File: src/rtl/nd_1to2_pkg.sv
// nd_1to2_pkg: shared widths, link constants and buffer-state helper for nd_1to2
package nd_1to2_pkg;
  localparam int NS_ADDRESS_SIZE = 8;
  localparam int NS_DATA_SIZE = 8;
  localparam logic NS_ON = 1'b1;
  localparam logic NS_OFF = 1'b0;
  typedef enum logic {BUF_EMPTY, BUF_FULL} buf_state_e;
  function automatic buf_state_e buf_state(input logic req, input logic ack);
    return (req == ack) ? BUF_EMPTY : BUF_FULL;
  endfunction
  function automatic logic bit_toggle(input logic b);
    return b ^ NS_ON;
  endfunction
endpackage

File: src/rtl/nd_sync2.sv
// nd_sync2: one-bit two-flop synchronizer with async active-low clear
module nd_sync2 import nd_1to2_pkg::*; (
  input  logic i_clk,
  input  logic reset,
  input  logic d,
  output logic q1,
  output logic q
);
  always_ff @(posedge i_clk or negedge reset)
    if (!reset) {q, q1} <= {NS_OFF, NS_OFF};
    else {q, q1} <= {q1, d};
endmodule

File: src/rtl/nd_1to2.sv
// nd_1to2: 2-phase link demux routing one input channel to two buffered outputs by address
module nd_1to2 import nd_1to2_pkg::*; #(
  parameter int ASZ = NS_ADDRESS_SIZE,
  parameter int DSZ = NS_DATA_SIZE,
  parameter int REF_ADDR = 23
) (
  input  logic           i_clk,
  input  logic           reset,
  output logic           ready,
  input  logic [ASZ-1:0] rcv0_addr,
  input  logic [DSZ-1:0] rcv0_dat,
  input  logic           rcv0_req,
  output logic           rcv0_ack,
  output logic [ASZ-1:0] snd0_addr,
  output logic [DSZ-1:0] snd0_dat,
  output logic           snd0_req,
  input  logic           snd0_ack,
  output logic [ASZ-1:0] snd1_addr,
  output logic [DSZ-1:0] snd1_dat,
  output logic           snd1_req,
  input  logic           snd1_ack
);
  logic rq, rq_s1, a0, a0_s1, a1, a1_s1, rdy0, pending, tgt1, free0, free1, take;
  nd_sync2 u_rq (.i_clk(i_clk), .reset(reset), .d(rcv0_req), .q1(rq_s1), .q(rq));
  nd_sync2 u_a0 (.i_clk(i_clk), .reset(reset), .d(snd0_ack), .q1(a0_s1), .q(a0));
  nd_sync2 u_a1 (.i_clk(i_clk), .reset(reset), .d(snd1_ack), .q1(a1_s1), .q(a1));
  // a buffer counts as free on the edge its synced ack catches up, so it can be refilled on that same edge
  always_comb begin
    pending = (rq != rcv0_ack) && (rq_s1 == rq);
    tgt1 = rcv0_addr >= ASZ'(REF_ADDR);
    free0 = (buf_state(snd0_req, a0) == BUF_EMPTY) || (buf_state(snd0_req, a0_s1) == BUF_EMPTY);
    free1 = (buf_state(snd1_req, a1) == BUF_EMPTY) || (buf_state(snd1_req, a1_s1) == BUF_EMPTY);
    take = ready && pending && (tgt1 ? free1 : free0);
  end
  always_ff @(posedge i_clk or negedge reset)
    if (!reset) begin
      {rdy0, ready, rcv0_ack, snd0_req, snd1_req} <= '0;
      {snd0_addr, snd0_dat, snd1_addr, snd1_dat} <= '0;
    end else begin
      rdy0 <= NS_ON;
      ready <= rdy0;
      if (take) begin
        rcv0_ack <= bit_toggle(rcv0_ack);
        if (tgt1) begin
          snd1_addr <= rcv0_addr;
          snd1_dat <= rcv0_dat;
          snd1_req <= bit_toggle(snd1_req);
        end else begin
          snd0_addr <= rcv0_addr;
          snd0_dat <= rcv0_dat;
          snd0_req <= bit_toggle(snd0_req);
        end
      end
    end
endmodule

File: config.mk
export PLATFORM = sky130hd
export DESIGN_NAME = nd_1to2
export DESIGN_NICKNAME = d
export VERILOG_FILES = /design/src/rtl/nd_1to2_pkg.sv /design/src/rtl/nd_sync2.sv /design/src/rtl/nd_1to2.sv
export SDC_FILE = /design/constraint.sdc
export NUM_CORES = 1
export LEC_CHECK = 0
export ABC_AREA = 1
export CORE_MARGIN = 8
export CORE_UTILIZATION = 25
export CTS_BUF_LIST = sky130_fd_sc_hd__clkbuf_8
export CTS_CLUSTER_DIAMETER = 40
export DETAILED_ROUTE_END_ITERATION = 10
export GPL_ROUTABILITY_DRIVEN = 0
export GPL_TIMING_DRIVEN = 0
export SLEW_MARGIN = 30
export SYNTH_ARGS = -nofsm -noshare
export SYNTH_HDL_FRONTEND = slang
export SYNTH_SLANG_ARGS = --single-unit
File: constraint.sdc
create_clock -name i_clk -period 1.25 [get_ports i_clk]
set_input_delay 0.25 -clock i_clk [delete_from_list [all_inputs] [get_ports i_clk]]
set_output_delay 0.25 -clock i_clk [all_outputs]
set_load 0.05 [all_outputs]
==> summary.txt, run 1 <==
Floorplan
  – Full die area: 9816 sq um
  – Die Span X: 99.08 um
  – Num rows: 30
  – Core ar.: 6719 sq um
  – Top Ports: 57
  – Starting Density: 25.68%
  – Chip Height: 99.08 um

Synth
  – Mapped Cells: 180
  – Synth Register Bits: 43
  – Cell area after synthesis: 1725 sq um
  – Post-synth cell types: 22
  – FFs w/ async S/R, synth: 100.0%
  – Post-synth top cells: nand2_1 (56), dfrtp_1 (43), inv_1 (24), nand3_1 (23), o21ai_0 (8)
  – Mapped Nets: 201
  – Most common cell in the synthesized netlist: nand2_1
  – Top-area cell type share of the netlist area: 62.36%
  – Post-synth top area cell: dfrtp_1
  – Register area share after synthesis: 62.36%
  – Largest cells by area after synthesis: dfrtp_1 (62%), nand2_1 (12%), nand3_1 (6.7%)
  – Most used DFF post-synth: dfrtp_1
  – Yosys warns: 0
  – Syn_area_per_cell: 9.586 sq um
  – Post-synth EDFFs: 0

Clock tree
  – Clock root buffer: clkbuf_8
  – Clock transition at path regs: 0.08 ns
  – Htree depth: 2
  – TritonCTS buffer count: 5
  – Clk sinks: 43
  – CTS tree: done
  – Clock latency on the worst-skew pair: 0.29 ns
  – Clock Path Buffers: 2

Critical path
  – Crit end category: register
  – Crit Path Max Fanout: 5
  – Worst Path Class, Setup: reg -> reg
  – Reg2reg path depth: 8
  – Startpoint types: register
  – CP arrival: 1.61 ns
  – CP Data Required Time: 1.42 ns

Layout
  – Final core utilization: 39.12%
  – Area grow syn2layout: 52.36%
  – Layout Nets: 280
  – Diodes inserted: 0
  – Fraction of layout instances using a drive strength above 1: 40.00%

Route
  – Post-DR vias/cell: 4.291
  – Drt pass-1 iters: 4
  – Wirelength per Cell: 14.80 um
  – Routed WL: 5.031 mm
  – Via Count: 1459
  – First DRT Iteration DRCs: 42
  – Routed Antenna Nets: 0
  – # DRC: 0

Global route
  – Initial antenna violation count: 0
  – First-pass GRT wire length: 8.390 mm
  – Vias in the first global route: 1626
  – Total track usage: 10.94%
  – Largest net degree at the start of global routing: 44
  – Total grt overflow: 0

Timing
  – Final Hold Viols: 0
  – Final setup viols: 35
  – Worst slew pin tran: 0.5470 ns
  – Max-slew headroom: 63.53%
  – Final Critical Period: 1.439 ns
  – Setup ws final: -0.1888 ns
  – Max Clock Skew: 0.005112 ns
  – Unrepaired setup endpoints after global routing: yes
  – Achievable clock frequency: 695.0 MHz
  – Final worst-path cycle share: 115.1%
  – Slew Viols, Final: 0

Hold path
  – Hold path depth: 0
  – Hold crit path type: reg -> reg

Pwr
  – Pwr Total: 5.906 mW
  – Leakage power: 1.396 nW
  – Peak supply drop: 1.042 mV
  – PwrDens: 2247 nW/um^2

Place
  – DP HPWL: 3.349 mm
  – I/O Buffers: 56

Outcome
  – Failing checks: negative setup slack
  – Status: finished with violations

Job
  – Max Cap Viol: 0
==> path summary, 6_finish.rpt <==
| path | endpoint | startpoint | slack, ns |
|---|---|---|---|
| max in group asynchronous | snd0_req | reset | 0.36 |
| worst max-delay path | snd0_addr[4] | rcv0_ack | -0.19 |
| worst max register to register | snd0_addr[4] | rcv0_ack | -0.19 |
| worst min-delay path | ready | rdy0 | 0.36 |
| worst min register to register | ready | rdy0 | 0.36 |
| min in group asynchronous | snd0_addr[7] | reset | 0.49 |
==> metrics by stage <==
stage               std cells  hold slack, ns  area, sq um  setup TNS [ns]  setup WS (ns)
detailed placement        316          0.2845         2402          -28.63        -0.7857
floorplan                 180        -0.04559         1744          -6.464        -0.2328
global placement          316          0.3315         2405          -83.52         -1.414
global route              340          0.3692         2629          -8.657        -0.2835
CTS                       339          0.3604         2597          -5.431        -0.1770
finish                    340          0.3581         2629          -5.190        -0.1888
==> layout make-up <==
cell class                 instances  area, sq um
fill                             688         4090
buffer                             6        65.06
multi-input combinational        106        651.9
timing repair buffer              72        545.5
clock buffer                       6        82.58
inverter                          25        93.84
sequential                        43         1081
clock inverter                     2        8.758
tap                               80        100.1
==> where the power goes <==
| group | leakage, nW | switching (mW) | total (mW) | internal, mW |
|---|---|---|---|---|
| sequential | 0.537 | 0.245 | 2.08 | 1.83 |
| clock | 0.0524 | 0.458 | 0.896 | 0.438 |
| combinational | 0.807 | 2.21 | 2.93 | 0.720 |
==> per-layer routing <==
| metal | global-route usage, % | vias up | routed length, um |
|---|---|---|---|
| met4 | 3.143 | 0 | 38 |
| met5 | 0 | - | 0 |
| li1 | - | 716 | - |
| met1 | 13.23 | 692 | 2323 |
| met3 | 4.581 | 5 | 390 |
| met2 | 17.36 | 46 | 2279 |
==> cell families (layout without fill, tap and decap cells) <==
| family | after synthesis | count (layout) | synth area share (%) |
|---|---|---|---|
| buffers and inverters | 31 | 111 | 7.831 |
| XOR/XNOR | 1 | 1 | 0.5077 |
| AO/OA/AOI/OAI | 16 | 16 | 5.003 |
| other | 1 | 1 | 0.2173 |
| AND/OR/NAND/NOR | 88 | 88 | 24.08 |
| flip-flops | 43 | 43 | 62.36 |
==> cells in the final DEF, fill, tap and decap left out, types with 2 or more instances in the layout <==
cell type | synthesis | final
buf_2 | 3 | 35
buf_4 | 2 | 10
buf_6 | 1 | 9
clkbuf_8 | 0 | 6
clkdlybuf4s50_1 | 0 | 12
dfrtp_1 | 43 | 39
dfrtp_2 | 0 | 4
dlygate4sd2_1 | 0 | 7
inv_1 | 24 | 23
inv_2 | 1 | 3
nand2_1 | 56 | 52
nand2_2 | 1 | 4
nand2_4 | 1 | 2
nand3_1 | 23 | 6
nand3_2 | 2 | 17
nand3_4 | 0 | 2
o21ai_0 | 8 | 6
o21ai_1 | 6 | 8
==> registers in the layout, indices dropped and copies added (netlist names), 8 cells and up <==
signal and cells:
snd0_dat 8, snd1_addr 8, snd0_addr 8, snd1_dat 8
==> worst max-delay path, cell delays in order (launching register included) <==
cell      delay, ns
dfrtp_2        0.41
inv_2          0.08
nand3_2        0.08
a21boi_4       0.19
buf_4          0.14
nand3_4        0.11
buf_6          0.17
nand2_1        0.06
o21ai_1        0.07
==> timing repair <==
action                                  4_1_cts  5_1_grt
endpoints found under the hold margin        43        0
buffers inserted                             12        0
hold buffers                                  1        0
endpoints found under the setup margin       71       37
pin swaps                                    18        8
gates cloned                                  2        1
gates resized for setup                     223        8
No activity file was read; power rests on OpenSTA's default activity.
==> run 2: changes to the inputs <==
Settings changed: TNS_END_PERCENT set to 30.
==> summary.txt, run 2 (synthesized netlist as in run 1, its figures left out) <==
Layout
  – Layout Nets: 279
  – Diodes inserted: 0
  – Final core utilization: 38.12%
  – Area grow syn2layout: 48.44%
  – Fraction of layout instances using a drive strength above 1: 33.59%
  – Leading cell type in the layout, fill and taps excluded: nand2_1
  – Commonest non-fill, non-tap cells in the layout: nand2_1 (52), dfrtp_1 (39), buf_2 (34), inv_1 (25), nand3_1 (20)
  – Finished Layout Cells: 339

Route
  – Drt pass-1 iters: 4
  – Routed WL: 4.992 mm
  – Routed Antenna Nets: 0
  – First DRT Iteration DRCs: 67
  – Post-DR vias/cell: 4.295
  – # DRC: 0
  – Wirelength per Cell: 14.73 um
  – Via Count: 1456

Clock tree
  – Htree depth: 2
  – Clk sinks: 43
  – CTS tree: done
  – Clock transition at path regs: 0.09 ns
  – Clock Path Buffers: 2
  – TritonCTS buffer count: 5
  – Clock latency on the worst-skew pair: 0.29 ns
  – Clock root buffer: clkbuf_8

Global route
  – Total grt overflow: 0
  – Total track usage: 10.49%
  – Initial antenna violation count: 0
  – Vias in the first global route: 1553
  – Largest net degree at the start of global routing: 44
  – First-pass GRT wire length: 8.107 mm

Timing
  – Final Hold Viols: 0
  – Achievable clock frequency: 696.8 MHz
  – Unrepaired setup endpoints after global routing: yes
  – Final worst-path cycle share: 114.8%
  – Final Critical Period: 1.435 ns
  – Max Clock Skew: 0.005895 ns
  – Worst slew pin tran: 0.5647 ns
  – Slew Viols, Final: 0
  – Setup ws final: -0.1851 ns
  – Max-slew headroom: 62.35%
  – Final setup viols: 38

Place
  – DP HPWL: 3.302 mm
  – I/O Buffers: 56
  – Dpl cells: 316
  – DP Worst Slack: -0.7995 ns

Hold path
  – Hold crit path type: in -> reg

Pwr
  – PwrDens: 2323 nW/um^2
  – Peak supply drop: 1.000 mV
  – Leakage power: 1.378 nW
  – Pwr Total: 5.949 mW

Critical path
  – Crit Path Max Fanout: 10
  – R2r setup slk: -0.19 ns
  – CP Data Required Time: 1.44 ns
  – Worst Path Class, Setup: reg -> reg
  – Startpoint types: register
  – Crit end category: register
  – CP arrival: 1.62 ns

Floorplan
  – Top Ports: 57
  – Chip Height: 99.08 um
  – Core ar.: 6719 sq um
  – Full die area: 9816 sq um
  – Die Span X: 99.08 um
  – Num rows: 30
  – Starting Density: 25.68%

Outcome
  – Status: finished with violations
  – Failing checks: negative setup slack

Job
  – Max Cap Viol: 0
## run 2: changes by cell type in the layout (fill, tap and decap cells not counted), sizes merged
cell / previous run / this run
dlygate4sd2: 7 / 6
buf: 56 / 54
clkdlybuf4s15: 0 / 3
clkbuf: 8 / 7
clkdlybuf4s50: 12 / 13
clkinv: 1 / 0
## run 2: layout make-up
type	count	area (sq um)
Fill cell	688	4158
Multi-Input combinational cell	106	589.3
Inverter	25	93.84
Tap cell	80	100.1
Timing Repair Buffer	71	535.5
Sequential cell	43	1081
Clock inverter	1	3.754
Clock buffer	7	96.34
Buffer	6	61.31
## run 2: metal layers
layer / global-route usage [%] / up-vias / part of all wire (%)
met3: 3.876 / 9 / 6.5
met1: 12.65 / 678 / 45
met5: 0 / - / 0
met4: 3.143 / 0 / 1.2
li1: - / 715 / -
met2: 17.00 / 54 / 47
## run 2: path summary, 6_finish.rpt
check	start	to	depth (start not counted)
worst max-delay path	rcv0_ack	snd1_addr[6]	8
worst min-delay path	rcv0_addr[1]	snd1_addr[1]	3
worst max register to register	rcv0_ack	snd1_addr[6]	8
worst min register to register	rdy0	ready	0
max in group asynchronous	reset	rcv0_ack	2
min in group asynchronous	reset	snd1_dat[1]	2
## run 2: critical path, cell delays in order, from the launching register on
cell and delay (ns):
dfrtp_2 0.42, inv_2 0.10, nand3_4 0.08, a21boi_4 0.21
buf_4 0.15, nand4_4 0.10, buf_6 0.17, nand2_1 0.06
nand2_1 0.05
## run 2: through the flow
stage,area [sq um],hold slack (ns),TNS (ns)
final,2561,0.3641,-5.689
after global routing,2561,0.3897,-8.277
after CTS,2634,0.3615,-5.540
after detailed placement,2396,0.2867,-29.37
after global placement,2399,0.3320,-83.82
after floorplan,1738,-0.04559,-6.095
## run 2: what timing repair did
action,4_1_cts,5_1_grt
gates cloned,3,0
hold buffers,1,0
pin swaps,8,4
hold endpoints to repair,43,0
buffers inserted,11,0
gates resized for setup,183,31
setup endpoints to repair,71,52
## run 2: power breakdown
part | internal [mW] | switching [mW]
combinational | 0.708 | 2.19
sequential | 1.83 | 0.246
clock | 0.497 | 0.474
total | 3.04 | 2.91
==> run 3: changes to the inputs <==
Settings changed: CORE_MARGIN 8 to 2.
==> summary.txt, run 3 (synthesized netlist as in run 1, its figures left out) <==
Clock tree
  – TritonCTS buffer count: 5
  – Clock root buffer: clkbuf_8
  – Clock transition at path regs: 0.08 ns
  – Clock latency on the worst-skew pair: 0.29 ns
  – Htree depth: 2
  – CTS tree: done
  – Clk sinks: 43
  – Clock Path Buffers: 2

Layout
  – Commonest non-fill, non-tap cells in the layout: nand2_1 (51), dfrtp_1 (39), buf_2 (30), inv_1 (25), nand3_1 (18)
  – Fraction of layout instances using a drive strength above 1: 33.46%
  – Diodes inserted: 0
  – Finished Cell Area: 2522 sq um
  – Area grow syn2layout: 46.19%
  – Finished Layout Cells: 334
  – Layout Nets: 274
  – Leading cell type in the layout, fill and taps excluded: nand2_1
  – Final core utilization: 37.54%

Floorplan
  – Num rows: 30
  – Top Ports: 57
  – Chip Height: 87.08 um
  – Full die area: 7582 sq um
  – Core ar.: 6719 sq um
  – Die Span X: 87.08 um
  – Starting Density: 25.68%

Pwr
  – PwrDens: 2341 nW/um^2
  – Peak supply drop: 1.205 mV
  – Pwr Total: 5.906 mW
  – Leakage power: 1.344 nW

Hold path
  – Hold path depth: 0
  – Startpoint of the worst hold path: rdy0
  – Hold crit path type: reg -> reg
  – Worst Hold Path EP: ready

Place
  – Dpl cells: 316
  – Post-DP Area: 2396 sq um
  – DP HPWL: 2.952 mm
  – I/O Buffers: 56
  – DP Worst Slack: -0.7634 ns

Critical path
  – Crit end category: register
  – Worst Path Class, Setup: reg -> reg
  – Reg2reg end: snd1_dat[6]
  – CP arrival: 1.61 ns
  – R2r setup slk: -0.17 ns
  – Reg2reg path depth: 8
  – Startpoint types: register
  – CP Data Required Time: 1.44 ns
  – Reg-to-Reg Start: rcv0_ack
  – Crit Path Max Fanout: 10

Job
  – Max Cap Viol: 0

Timing
  – Slew Viols, Final: 0
  – Final Hold Viols: 0
  – Max Clock Skew: 0.004234 ns
  – Setup ws final: -0.1740 ns
  – Final worst-path cycle share: 113.9%
  – Final Critical Period: 1.424 ns
  – Max-slew headroom: 63.59%
  – Hold Slack: 0.3535 ns
  – Achievable clock frequency: 702.2 MHz
  – Final setup viols: 41
  – Worst slew pin tran: 0.5462 ns
  – Unrepaired setup endpoints after global routing: yes
  – Setup Total Neg Slack: -4.265 ns

Route
  – Routed WL: 4.373 mm
  – Post-DR vias/cell: 4.326
  – Drt pass-1 iters: 4
  – Via Count: 1445
  – Routed Antenna Nets: 0
  – # DRC: 0
  – First DRT Iteration DRCs: 47
  – Wirelength per Cell: 13.09 um

Global route
  – Largest net degree at the start of global routing: 44
  – Total track usage: 12.42%
  – Total grt overflow: 0
  – Vias in the first global route: 1459
  – Initial antenna violation count: 0
  – First-pass GRT wire length: 7.127 mm

Outcome
  – Failing checks: negative setup slack
  – Status: finished with violations
run 3: changes by cell type in the layout (fill, tap and decap cells not counted), sizes merged:
cell | previous run | this run
buf | 54 | 45
clkbuf | 7 | 8
clkdlybuf4s15 | 3 | 6
clkdlybuf4s50 | 13 | 12
dlygate4sd2 | 6 | 7
run 3: per-layer routing:
layer	up-vias	part of all wire [%]	track usage (%)
met5	-	0	0
met4	0	0.89	3.835
met3	5	6.9	3.507
met2	47	47	19.78
met1	687	45	16.40
li1	706	-	-
run 3: final cells by class:
type	count	area [sq um]
multi-input cells	106	594.3
inverters	25	93.84
clock buffers	7	96.34
flip-flops and latches	43	1081
well taps	80	100.1
clock inverters	1	3.754
plain buffers	6	61.31
repair buffers	66	491.7
fillers	684	4197
run 3: worst max path at each step:
stage | startpoint | end | slack, ns | depth (start not counted)
after global placement | reset | snd0_req | -1.41 | 1
after global routing | rcv0_ack | snd1_addr[6] | -0.27 | 8
after CTS | rcv0_ack | snd1_addr[0] | -0.18 | 9
after detailed placement | rcv0_addr[1] | snd1_dat[6] | -0.76 | 9
after floorplan | rcv0_ack | snd1_addr[0] | -0.23 | 8
final | rcv0_ack | snd1_dat[6] | -0.17 | 8
run 3: critical path, stage by stage, from the launching register on:
cell,delay (ns)
dfrtp_2,0.42
inv_2,0.08
nand3_2,0.09
a21boi_4,0.21
buf_4,0.15
nand4_4,0.08
buf_6,0.16
nand2_1,0.07
nand2_2,0.05
run 3: what timing repair did:
action,in CTS,in global routing
buffers inserted,8,0
endpoints found under the setup margin,71,51
endpoints found under the hold margin,43,0
pin swaps,7,5
hold buffers,1,0
resized for setup,177,27
gates cloned,1,0
run 3: report_power, final:
part           internal (mW)  total [mW]  switching, mW
Sequential              1.83        2.08          0.249
Combinational          0.717        2.87           2.15
Clock                  0.496       0.955          0.459
